`config.mk`:
```
export PLATFORM = sky130hd
export DESIGN_NAME = period_meter
export DESIGN_NICKNAME = d
export VERILOG_FILES = /design/src/rtl/period_meter_pkg.sv /design/src/rtl/sync_edge_detect.sv /design/src/rtl/period_meter.sv
export SDC_FILE = /design/constraint.sdc
export NUM_CORES = 1
export LEC_CHECK = 0
export CORE_ASPECT_RATIO = 2
export CORE_MARGIN = 4
export CORE_UTILIZATION = 40
export DETAILED_ROUTE_END_ITERATION = 12
export GPL_TIMING_DRIVEN = 0
export PLACE_DENSITY_LB_ADDON = 0.1
export SLEW_MARGIN = 20
export SYNTH_ARGS = -nofsm -noshare
export SYNTH_HDL_FRONTEND = slang
export SYNTH_HIERARCHICAL = 1
export SYNTH_SLANG_ARGS = --single-unit
```
`constraint.sdc`:
```
create_clock -name inClock -period 2 [get_ports inClock]
set_input_delay 0.4 -clock inClock [delete_from_list [all_inputs] [get_ports inClock]]
set_output_delay 0.4 -clock inClock [all_outputs]
set_load 0.01 [all_outputs]
```
`src/rtl/period_meter_pkg.sv`:
```
// Shared types and default constants for the period meter.
package period_meter_pkg;

    typedef enum logic [1:0] {
        IDLE    = 2'd0,
        ARM     = 2'd1,
        MEASURE = 2'd2
    } state_t;

    localparam int DEF_COUNT_W  = 16;
    localparam int DEF_EXPECTED = 10000;
    localparam int DEF_TOL      = 50;
    localparam int DEF_LOCK_N   = 4;

endpackage

```
`src/rtl/sync_edge_detect.sv`:
```
// Two-flop synchronizer for an asynchronous input followed by a one-cycle
// rising-edge pulse; usable for any slow asynchronous signal.
module sync_edge_detect
    import period_meter_pkg::*;
(
    input  logic clk,
    input  logic rst,
    input  logic i_async,
    output logic o_edge
);

    logic r_sync1;
    logic r_sync2;
    logic r_hist;

    always_ff @(posedge clk) begin
        if (rst) begin
            r_sync1 <= 1'b0;
            r_sync2 <= 1'b0;
            r_hist  <= 1'b0;
        end else begin
            r_sync1 <= i_async;
            r_sync2 <= r_sync1;
            r_hist  <= r_sync2;
        end
    end

    assign o_edge = r_sync2 & ~r_hist;

endmodule

```
`src/rtl/period_meter.sv`:
```
// Measures the period of a slow square wave in inClock cycles.
// Optional lock indicator is built only when PERIOD_METER_LOCK_EN is defined.
module period_meter
    import period_meter_pkg::*;
#(
    parameter int COUNT_W  = DEF_COUNT_W,
    parameter int EXPECTED = DEF_EXPECTED,
    parameter int TOL      = DEF_TOL,
    parameter int LOCK_N   = DEF_LOCK_N
) (
    input  logic               inClock,
    input  logic               reset,
    input  logic               sigIn,
    input  logic               enable,
    output logic [COUNT_W-1:0] period,
    output logic               periodValid,
    output logic               overflow,
    output logic               locked
);

    localparam logic [COUNT_W-1:0] MAX_CNT = '1;

    logic               w_edge;
    state_t             r_state;
    logic [COUNT_W-1:0] r_count;
    logic [COUNT_W-1:0] r_period;
    logic               r_valid;
    logic               r_ovf;

    sync_edge_detect u_sync (
        .clk     (inClock),
        .rst     (reset),
        .i_async (sigIn),
        .o_edge  (w_edge)
    );

    always_ff @(posedge inClock) begin
        if (reset) begin
            r_state  <= IDLE;
            r_count  <= '0;
            r_period <= '0;
            r_valid  <= 1'b0;
            r_ovf    <= 1'b0;
        end else begin
            r_valid <= 1'b0;
            if (!enable) begin
                r_state <= IDLE;
                r_count <= '0;
                r_ovf   <= 1'b0;
            end else begin
                case (r_state)
                    IDLE: begin
                        r_count <= '0;
                        r_state <= ARM;
                    end
                    ARM: begin
                        if (w_edge) begin
                            r_count <= COUNT_W'(1);
                            r_state <= MEASURE;
                        end
                    end
                    MEASURE: begin
                        // An edge coinciding with a full counter still reports max.
                        if (w_edge) begin
                            r_period <= r_count;
                            r_valid  <= 1'b1;
                            r_count  <= COUNT_W'(1);
                        end else if (r_count == MAX_CNT) begin
                            r_ovf   <= 1'b1;
                            r_count <= '0;
                            r_state <= ARM;
                        end else begin
                            r_count <= r_count + COUNT_W'(1);
                        end
                    end
                    default: r_state <= IDLE;
                endcase
            end
        end
    end

    assign period      = r_period;
    assign periodValid = r_valid;
    assign overflow    = r_ovf;

`ifdef PERIOD_METER_LOCK_EN
    localparam int          LCNT_W = $clog2(LOCK_N + 1);
    localparam logic [63:0] WIN_LO = (EXPECTED > TOL) ? 64'(EXPECTED - TOL) : 64'd0;
    localparam logic [63:0] WIN_HI = 64'(EXPECTED + TOL);

    logic [LCNT_W-1:0] r_lock_cnt;
    logic              r_locked;
    logic [63:0]       w_cnt_ext;
    logic              w_in_win;

    assign w_cnt_ext = 64'(r_count);
    assign w_in_win  = (w_cnt_ext >= WIN_LO) && (w_cnt_ext <= WIN_HI);

    // Judged on the counter value that is being latched into period.
    always_ff @(posedge inClock) begin
        if (reset || !enable) begin
            r_lock_cnt <= '0;
            r_locked   <= 1'b0;
        end else if (r_state == MEASURE) begin
            if (w_edge) begin
                if (w_in_win) begin
                    if (r_lock_cnt != LCNT_W'(LOCK_N))
                        r_lock_cnt <= r_lock_cnt + LCNT_W'(1);
                    r_locked <= (r_lock_cnt >= LCNT_W'(LOCK_N - 1));
                end else begin
                    r_lock_cnt <= '0;
                    r_locked   <= 1'b0;
                end
            end else if (r_count == MAX_CNT) begin
                r_lock_cnt <= '0;
                r_locked   <= 1'b0;
            end
        end
    end

    assign locked = r_locked;
`else
    logic w_unused_cfg;
    assign w_unused_cfg = ^{32'(EXPECTED), 32'(TOL), 32'(LOCK_N)};
    assign locked       = 1'b0;
`endif

endmodule

```
## Word-level counts from Yosys, hierarchy flattened

Cells that the tools add are included.

- Memory bits (read-only): 0
- Memories: 0
- Register bits after elaboration: 39
- Output and inout bits: 19
- Word-level logic and storage cells: 37
- Latch bits: 0
- Bits of input ports: 4
- RAM bits: 0

- $mul: 0
- Eq/ne operators: 6
- $add $sub $neg: 1
- Order comparisons: 0
- Shift operators: 0
- Reduce and logical (&&, ||, !) cells: 8
- Bitwise logic cells: 5
- Mux-type cells: 9
- Div/mod/pow operators: 0

Operator list:

| operator | number |
|---|---|
| $mux 16 | 3 |
| $pmux 16 s3 | 1 |
| $add 16x1->16 const B | 1 |
| $eq 16x16->1 const B | 1 |
| $reduce_and 3->1 | 3 |
| $mux 2 | 3 |
| $pmux 2 s3 | 1 |
| $ne 2x2->1 const B | 2 |
| $not 1->1 | 4 |
| $reduce_bool 3->1 | 1 |
| $reduce_or 3->1 | 1 |
| $eq 2x1->1 const B | 1 |
| $eq 2x2->1 const B | 1 |
| $logic_not 2->1 | 1 |
| $ne 2x1->1 const B | 1 |
| $reduce_and 2->1 | 1 |
| $reduce_or 2->1 | 1 |
| $and 1x1->1 | 1 |
| $mux 1 | 1 |

## Longest topological paths before layout

Gate-level depths: netlist (run 1).

- Depth in word-level cells: 4
- Mapped depth: 8
- Gate-level depth less buffers: 7

## Hierarchy

The synthesis (run 1) kept the hierarchy.

By module, submodules not included:

| module | cells an instance | area an instance (µm²) | times used | seq. area each (µm²) |
|---|---|---|---|---|
| period_meter | 231 | 1801.7 | 1 | 720.7 |
| sync_edge_detect | 7 | 87.6 | 1 | 60.1 |

## Least setup slack after synthesis (run 1)

Ideal clock, no wire load.

- Kind: reg-to-reg
- Start: reg r_count[0]
- End: reg r_state[0]
- Data arrival time: 1.700 ns
- Stages on the path, launching flop included: 7
- Setup time: 0.123 ns
- Clock period less this slack: 1.824 ns
- Buffers on the path: 0
- Data required time: 1.877 ns
- Slack: 0.176 ns
- Cells stage by stage: dfxtp_1 > ha_1 > nand4_1 > nor4_4 > nand2_2 > a21boi_2 > mux2_1

- Cells in the longest elaborated chain, start to end: 3

Ends and longest elaborated chain:

| element | RTL line | source |
|---|---|---|
| from (decl) | period_meter.sv:25 | `logic [COUNT_W-1:0] r_count;` |
| from (signal assigned) | period_meter.sv:73 | `r_count <= r_count + COUNT_W'(1);` |
| $eq 16x16->1 | period_meter.sv:68 | `end else if (r_count == MAX_CNT) begin` |
| $ne 2x2->1 (no source line) | - |  |
| $reduce_and 3->1 (no source line) | - |  |
| to (signal assigned) | period_meter.sv:59 | `r_state <= MEASURE;` |
| to (signal assigned) | period_meter.sv:71 | `r_state <= ARM;` |
| to (signal assigned) | period_meter.sv:76 | `default: r_state <= IDLE;` |
| to (decl) | period_meter.sv:24 | `state_t r_state;` |

No other way between the ends.
A chain may end at the register's enable or synchronous reset.

## Worst setup path in the final report (run 1)

- Start: reg r_count[1]
- End: reg r_state[0]

The elaborated chain is that of the path after synthesis.

==> out/metrics.csv, run 1 <==
stage,metric,value,unit
floorplanning,Initial Util,41.1,%
synth,Avg Inst Size Synth,7.94,um^2
power,LEAKAGE,0.769,nW
routing,via count,1767,
routing,WL per Instance,14.5,um
synth,"EDFF count, synth",0,
grt,largest net degree at the start of global routing,14,
synth,"Seq/Total Area, Yosys",41.3,%
grt,total grt overflow,0,
timing,Setup WS post-layout,0.133,ns
floorplanning,core region area,4600,um^2
cells_and_area,FILL cells,478,
cells_and_area,n_diodes,0,
clock_tree,"CTS clk-pin slew, worst paths",0.08,ns
cells_and_area,post-layout instance area,2310,um^2
critical_path,startpoint types,flop,
worst_hold_path,Hold Path Origin,period[4],
timing,Worst Skew,0.00278,ns
critical_path,CP Capture Type,flop,
synth,Synth Instances,238,
floorplanning,Ports,23,
grt,first-pass GRT wire length,7970,um
placement,DP HPWL,3600,um
power,Worst VDD drop,561,uV
timing,final hold vios,0,
critical_path,Buffers & Inverters on Critical Path,1,
critical_path,Reg2Reg Setup Slack,0.13,ns
worst_hold_path,hold depth,2,
timing,setup_tns,0,ns
clock_tree,CTS buffer count,5,
synth,synth warn,6,
worst_hold_path,Hold EP,period[4],
clock_tree,H-tree depth,2,
power,Seq pwr share,56.3,%
power,Logic pwr share,4.6,%
timing,Slew headroom,55.8,%
floorplanning,Row Count,35,
power,fraction of power spent switching nets,24.7,%
critical_path,"Critical Path, Cell by Cell",ha_1 -> nand4_1 -> nor4_4 -> buf_4 -> nand2_2 -> a21boi_2 -> mux2_1,
clock_tree,clock sinks,39,
critical_path,Worst Setup SP,r_count[1],
timing,Max Clock Freq,536,MHz
grt,initial antenna violation count,0,
critical_path,"CP delay by family, top",flip-flops,
clock_tree,"Hold-fix buffers, CTS",0,
power,switching power of the nets,0.344,mW
timing,Tmin final,1.87,ns
routing,DR iter-0 viols,33,
floorplanning,Die Y,105,um
power,Power Density,603,nW/um^2
synth,share of flip-flops with an asynchronous set or reset,0,%
power,Clock power frac,39.0,%
synth,Syn Nets,248,
placement,Area after DPL,2170,um^2
placement,PortBufs,21,
grt,vias in the first global route,1716,
critical_path,crit-path max FO,6,
cells_and_area,P&R area growth vs syn,22.1,%
floorplanning,Horiz. Die Dim,56.6,um
synth,"Top FF cell, synth",dfxtp_1,
timing,worst slew pin tran,0.661,ns
clock_tree,later-pin clock latency in the skew report,0.29,ns
placement,Worst Setup Slack post-DPL,-0.408,ns
critical_path,Crit Path Category,flop to flop,
synth,Post-Syn Area,1890,um^2
critical_path,R2R depth,7,
routing,via/cell ratio,5.47,
timing,Final Cycle Share,93.4,%
status,status,"finished, final reports clean",
timing,Min Hold Slack,0.455,ns
critical_path,R2R Path End,r_state[0],
routing,router iterations before antenna repair,4,
worst_hold_path,Hold WC Path Type,flop to flop,
job,MaxCap Viol Count,0,
clock_tree,CTS max path bufs,2,
grt,GRT Overall Usage,16.8,%
timing,Pins Over Slew Limit,0,
routing,DRC,0,
routing,Final ANT Viol Nets,0,
cells_and_area,Nets,277,
synth,#FFs+latches synth,39,
synth,library cells used by synthesis,45,
power,Final Power,1.39,mW
critical_path,critical path's slowest cell,dfxtp_1,
critical_path,Critical R2R Launch,r_count[1],
power,P_int,1.05,mW
critical_path,worst stage delay on the critical path,0.44,ns
routing,drt total wl,4670,um
floorplanning,die area,5950,um^2
critical_path,"Data required, critical path",2.19,ns
cells_and_area,layout cell share with drive strength beyond 1,14.6,%
critical_path,WP data arrival,2.05,ns
timing,# setup viols final,0,
placement,GP Congestion,0.910,
clock_tree,CTS tree,done,
clock_tree,CTS root buf,clkbuf_8,
## area by class of cell
cell class	count	area (um^2)	area share, %
buffer	12	68.8	2.98
clock buffer	5	68.8	2.98
inverter	4	15.0	0.651
tap	55	68.8	2.98
timing repair buffer	24	233	10.1
clock inverter	3	20.0	0.868
sequential	39	782	33.9
multi-input combinational	181	1050	45.5
## per-stage QoR
stage | std cells | util, %
floorplan | 238 | -
global placement | 314 | 47.2
detailed placement | 314 | 47.2
CTS | 323 | 49.5
global route | 323 | 50.1
finish | 323 | 50.1
## sequential cells by signal, summed over array words and instances (netlist names)
| register | flops |
|---|---|
| overflow | 1 |
| period | 16 |
| periodValid | 1 |
| r_count | 16 |
| r_state | 2 |
| u_sync/r_hist | 1 |
| u_sync/r_sync1 | 1 |
| u_sync/r_sync2 | 1 |
## worst register-to-register path, stage by stage (launching register included)
cell,delay [ns]
dfxtp_1,0.44
ha_1,0.24
nand4_1,0.18
nor4_4,0.18
buf_4,0.19
nand2_2,0.07
a21boi_2,0.15
mux2_1,0.32
## metal layers
| metal | up-vias | share of wire [%] | routed length, um | track usage (%) |
|---|---|---|---|---|
| met5 | - | 0 | 0 | 0 |
| met4 | 0 | 2.0 | 95 | 6.62 |
| met3 | 9 | 2.3 | 107 | 2.60 |
| met2 | 25 | 58 | 2710 | 33.0 |
| met1 | 842 | 38 | 1760 | 16.4 |
| li1 | 891 | - | - | - |
## power by group through the flow
stage          clock (mW)  combinational [mW]  sequential [mW]
4_1_cts             0.556              0.0634            0.783
5_1_grt             0.592              0.0715            0.784
3_3_place_gp            0              0.0629            0.801
3_5_place_dp            0              0.0632            0.801
2_1_floorplan           0              0.0426            0.800
6_report            0.543              0.0645            0.783
## cells in the mapped netlist (2+ instances only)
cell	n	area, um^2
clkbuf_2	2	10.0
nor2b_1	4	25.0
buf_2	4	20.0
nand4_1	7	43.8
nand2b_1	3	18.8
ha_1	6	75.1
dfxtp_1	39	781
nor4_1	6	37.5
clkbuf_1	5	18.8
inv_1	4	15.0
a211oi_1	2	15.0
nand3b_1	2	15.0
and2b_1	2	15.0
nor2_1	13	48.8
a21oi_1	24	120
nand3_1	11	55.1
nor2_2	2	12.5
nand2_1	53	199
o41ai_1	3	26.3
a31oi_1	4	25.0
nor3_1	8	40.0
or3_1	2	12.5
o21ai_0	10	50.1
## cells by family (layout without fill, tap and decap cells)
kind of cell               count (synthesis)  in the layout  synth area share, %
other                                      1              1                0.198
xor gates and xnor gates                   1              1                0.464
adders and majority gates                  6              6                 3.97
and+or+nand+nor                          121            121                 31.9
AOI/OAI and AO/OA                         50             50                 16.4
buffers and inverters                     18             48                 4.57
muxes                                      2              2                 1.13
DFF                                       39             39                 41.3
## layout by cell type (no fill, tap or decap), types with 4 or more instances in the layout
| cell type | count |
|---|---|
| nand2_1 | 52 |
| dfxtp_1 | 38 |
| a21oi_1 | 24 |
| clkdlybuf4s50_1 | 21 |
| nand3_1 | 11 |
| nor2_1 | 11 |
| o21ai_0 | 10 |
| nand4_1 | 7 |
| nor3_1 | 7 |
| nor4_1 | 6 |
| ha_1 | 6 |
| clkbuf_8 | 5 |
| buf_2 | 4 |
| nor2b_1 | 4 |
| a31oi_1 | 4 |
| buf_4 | 4 |
## what timing repair did
action,in CTS,in global routing
setup buffers,2,1
cloned,0,0
endpoints found under the setup margin,16,19
resized for setup,3,11
pin swaps,1,2
## worst max-delay path by stage
stage                        endpoint  slack [ns]  cells past startpoint
after CTS                 r_count[15]        0.06                      6
final                      r_state[0]        0.13                      7
after detailed placement     overflow       -0.41                      6
after global routing      r_count[15]     -0.0009                      6
after global placement       overflow       -0.41                      6
after floorplan            r_state[0]        0.18                      6
No activity file was read; power rests on OpenSTA's default activity.
==> inputs of run 2 (changes only) <==
--- a/config.mk
+++ b/config.mk
@@ -5,6 +5,7 @@
 export SDC_FILE = /design/constraint.sdc
 export NUM_CORES = 1
 export LEC_CHECK = 0
+export CAP_MARGIN = 20
 export CORE_ASPECT_RATIO = 2
 export CORE_MARGIN = 4
 export CORE_UTILIZATION = 40
==> results of run 2 <==
Same layout as run 1: the final DEF is identical, and so are final timing and power.
==> inputs of run 3 (changes only) <==
--- a/config.mk
+++ b/config.mk
@@ -5,6 +5,7 @@
 export SDC_FILE = /design/constraint.sdc
 export NUM_CORES = 1
 export LEC_CHECK = 0
+export ABC_CLOCK_PERIOD_IN_PS = 1800
 export CAP_MARGIN = 20
 export CORE_ASPECT_RATIO = 2
 export CORE_MARGIN = 4
==> constraint.sdc (replaced) <==
create_clock -name inClock -period 1.8 [get_ports inClock]
set_input_delay 0.36 -clock inClock [delete_from_list [all_inputs] [get_ports inClock]]
set_output_delay 0.36 -clock inClock [all_outputs]
set_load 0.01 [all_outputs]
==> out/metrics.csv, run 3 (same netlist as run 1, synthesis figures left out) <==
stage,metric,value,unit
timing,unrepaired setup endpoints after global routing,true,
critical_path,crit-path max FO,9,
power,Final Power,1.54,mW
critical_path,"CP delay by family, top",compound AO/OA/AOI/OAI gates,
clock_tree,CTS tree,done,
grt,total grt overflow,0,
placement,placed insts,314,
grt,initial antenna violation count,0,
timing,Slew headroom,55.3,%
routing,Final ANT Viol Nets,0,
floorplanning,Ports,23,
cells_and_area,n_diodes,0,
cells_and_area,post-layout instance area,2440,um^2
cells_and_area,multi-input logic area,1110,um^2
critical_path,R2R depth,8,
status,status,"finished, final reports clean",
floorplanning,Die Y,105,um
critical_path,critical path's slowest cell,dfxtp_2,
placement,GP Congestion,0.913,
critical_path,R2R Path End,r_count[11],
timing,# setup viols final,0,
grt,vias in the first global route,1856,
floorplanning,Row Count,35,
floorplanning,core region area,4600,um^2
cells_and_area,P&R area growth vs syn,29.4,%
critical_path,startpoint types,flop,
worst_hold_path,Hold Path Origin,period[12],
cells_and_area,layout cell share with drive strength beyond 1,22.6,%
floorplanning,die area,5950,um^2
clock_tree,CTS buffer count,5,
cells_and_area,Nets,283,
clock_tree,CTS root buf,clkbuf_8,
grt,largest net degree at the start of global routing,18,
routing,drt total wl,4960,um
timing,Worst Skew,0.00355,ns
cells_and_area,FILL cells,473,
worst_hold_path,Hold WC Path Type,flop to flop,
cells_and_area,most frequent cells in the layout,"nand2_1 (50), dfxtp_1 (30), a21oi_1 (24), clkdlybuf4s50_1 (21)",
power,LEAKAGE,0.835,nW
timing,setup_tns,0,ns
clock_tree,later-pin clock latency in the skew report,0.29,ns
placement,DP HPWL,3650,um
power,Worst VDD drop,468,uV
critical_path,Crit Path Category,flop to flop,
timing,Final Cycle Share,96.1,%
cells_and_area,Post-Layout Cell Count,329,
clock_tree,CTS max path bufs,2,
cells_and_area,FF/Latch Area,797,um^2
timing,Tmin final,1.73,ns
critical_path,CP Capture Type,flop,
job,MaxCap Viol Count,0,
timing,Max Clock Freq,578,MHz
placement,PortBufs,21,
routing,router iterations before antenna repair,4,
critical_path,worst stage delay on the critical path,0.35,ns
critical_path,"Data required, critical path",1.99,ns
routing,via count,1824,
routing,DR iter-0 viols,35,
critical_path,"Critical Path, Cell by Cell",inv_2 -> ha_1 -> buf_6 -> and2b_2 -> nand2_4 -> nor3_4 -> o211ai_1 -> o41ai_1,
routing,DRC,0,
grt,GRT Overall Usage,17.7,%
critical_path,Reg2Reg Setup Slack,0.07,ns
critical_path,Critical R2R Launch,r_state[0],
floorplanning,Horiz. Die Dim,56.6,um
power,Power Density,631,nW/um^2
critical_path,WP data arrival,1.92,ns
cells_and_area,share of the core filled with cells,53.2,%
timing,worst slew pin tran,0.668,ns
clock_tree,"Hold-fix buffers, CTS",0,
grt,first-pass GRT wire length,8380,um
worst_hold_path,Hold EP,period[12],
worst_hold_path,hold depth,2,
timing,final hold vios,0,
timing,Pins Over Slew Limit,0,
routing,WL per Instance,15.1,um
clock_tree,H-tree depth,2,
floorplanning,Initial Util,41.1,%
critical_path,Buffers & Inverters on Critical Path,2,
clock_tree,"CTS clk-pin slew, worst paths",0.08,ns
cells_and_area,"commonest non-fill, non-tap cell in the layout",nand2_1,
routing,via/cell ratio,5.54,
clock_tree,clock sinks,39,
placement,Area after DPL,2170,um^2
run 3: per-layer routing:
metal | wire (um) | up-vias | track usage (%)
li1 | - | 905 | -
met1 | 1770 | 844 | 16.2
met2 | 2780 | 50 | 33.8
met3 | 169 | 25 | 3.21
met4 | 245 | 0 | 11.4
met5 | 0 | - | 0
run 3: timing repair:
action	in CTS	in global routing
buffers inserted	5	5
pin swaps	4	5
gates resized for setup	19	25
setup endpoints to repair	27	28
run 3: cell type report:
type                    count  share of cell area, %
flip-flops and latches     39                   32.6
clock inverters             2                  0.512
plain buffers              11                   3.12
multi-input cells         181                   45.5
repair buffers             31                   11.8
clock buffers               6                   2.97
inverters                   4                  0.614
well taps                  55                   2.81
run 3: how the worst max path moves through the flow:
stage / cells after the start / from / to / slack [ns]
final: 8 / r_state[0] / r_count[11] / 0.07
after global routing: 8 / r_state[0] / r_count[11] / -0.05
after CTS: 7 / r_count[1] / r_state[0] / 0.004
after detailed placement: 6 / reset / overflow / -0.56
after global placement: 6 / reset / overflow / -0.55
after floorplan: 6 / r_count[0] / r_state[0] / 0.1
run 3: metrics by stage:
step / hold WS (ns) / setup WS [ns]
after floorplan: 0.414 / 0.0962
after global placement: 0.444 / -0.553
after detailed placement: 0.448 / -0.562
after CTS: 0.459 / 0.00397
after global routing: 0.477 / -0.0527
final: 0.457 / 0.0706
run 3: where the power goes:
| group | internal [mW] | switching, mW | total, mW |
|---|---|---|---|
| Clock | 0.271 | 0.315 | 0.586 |
| Sequential | 0.864 | 0.00336 | 0.867 |
| Combinational | 0.0373 | 0.0530 | 0.0903 |
| Total | 1.17 | 0.371 | 1.54 |
run 3: worst register-to-register path, stage by stage (launching register included):
cell and delay (ns):
dfxtp_2 0.35, inv_2 0.09, ha_1 0.16, buf_6 0.13, and2b_2 0.18, nand2_4 0.09, nor3_4 0.14, o211ai_1 0.14
o41ai_1 0.35
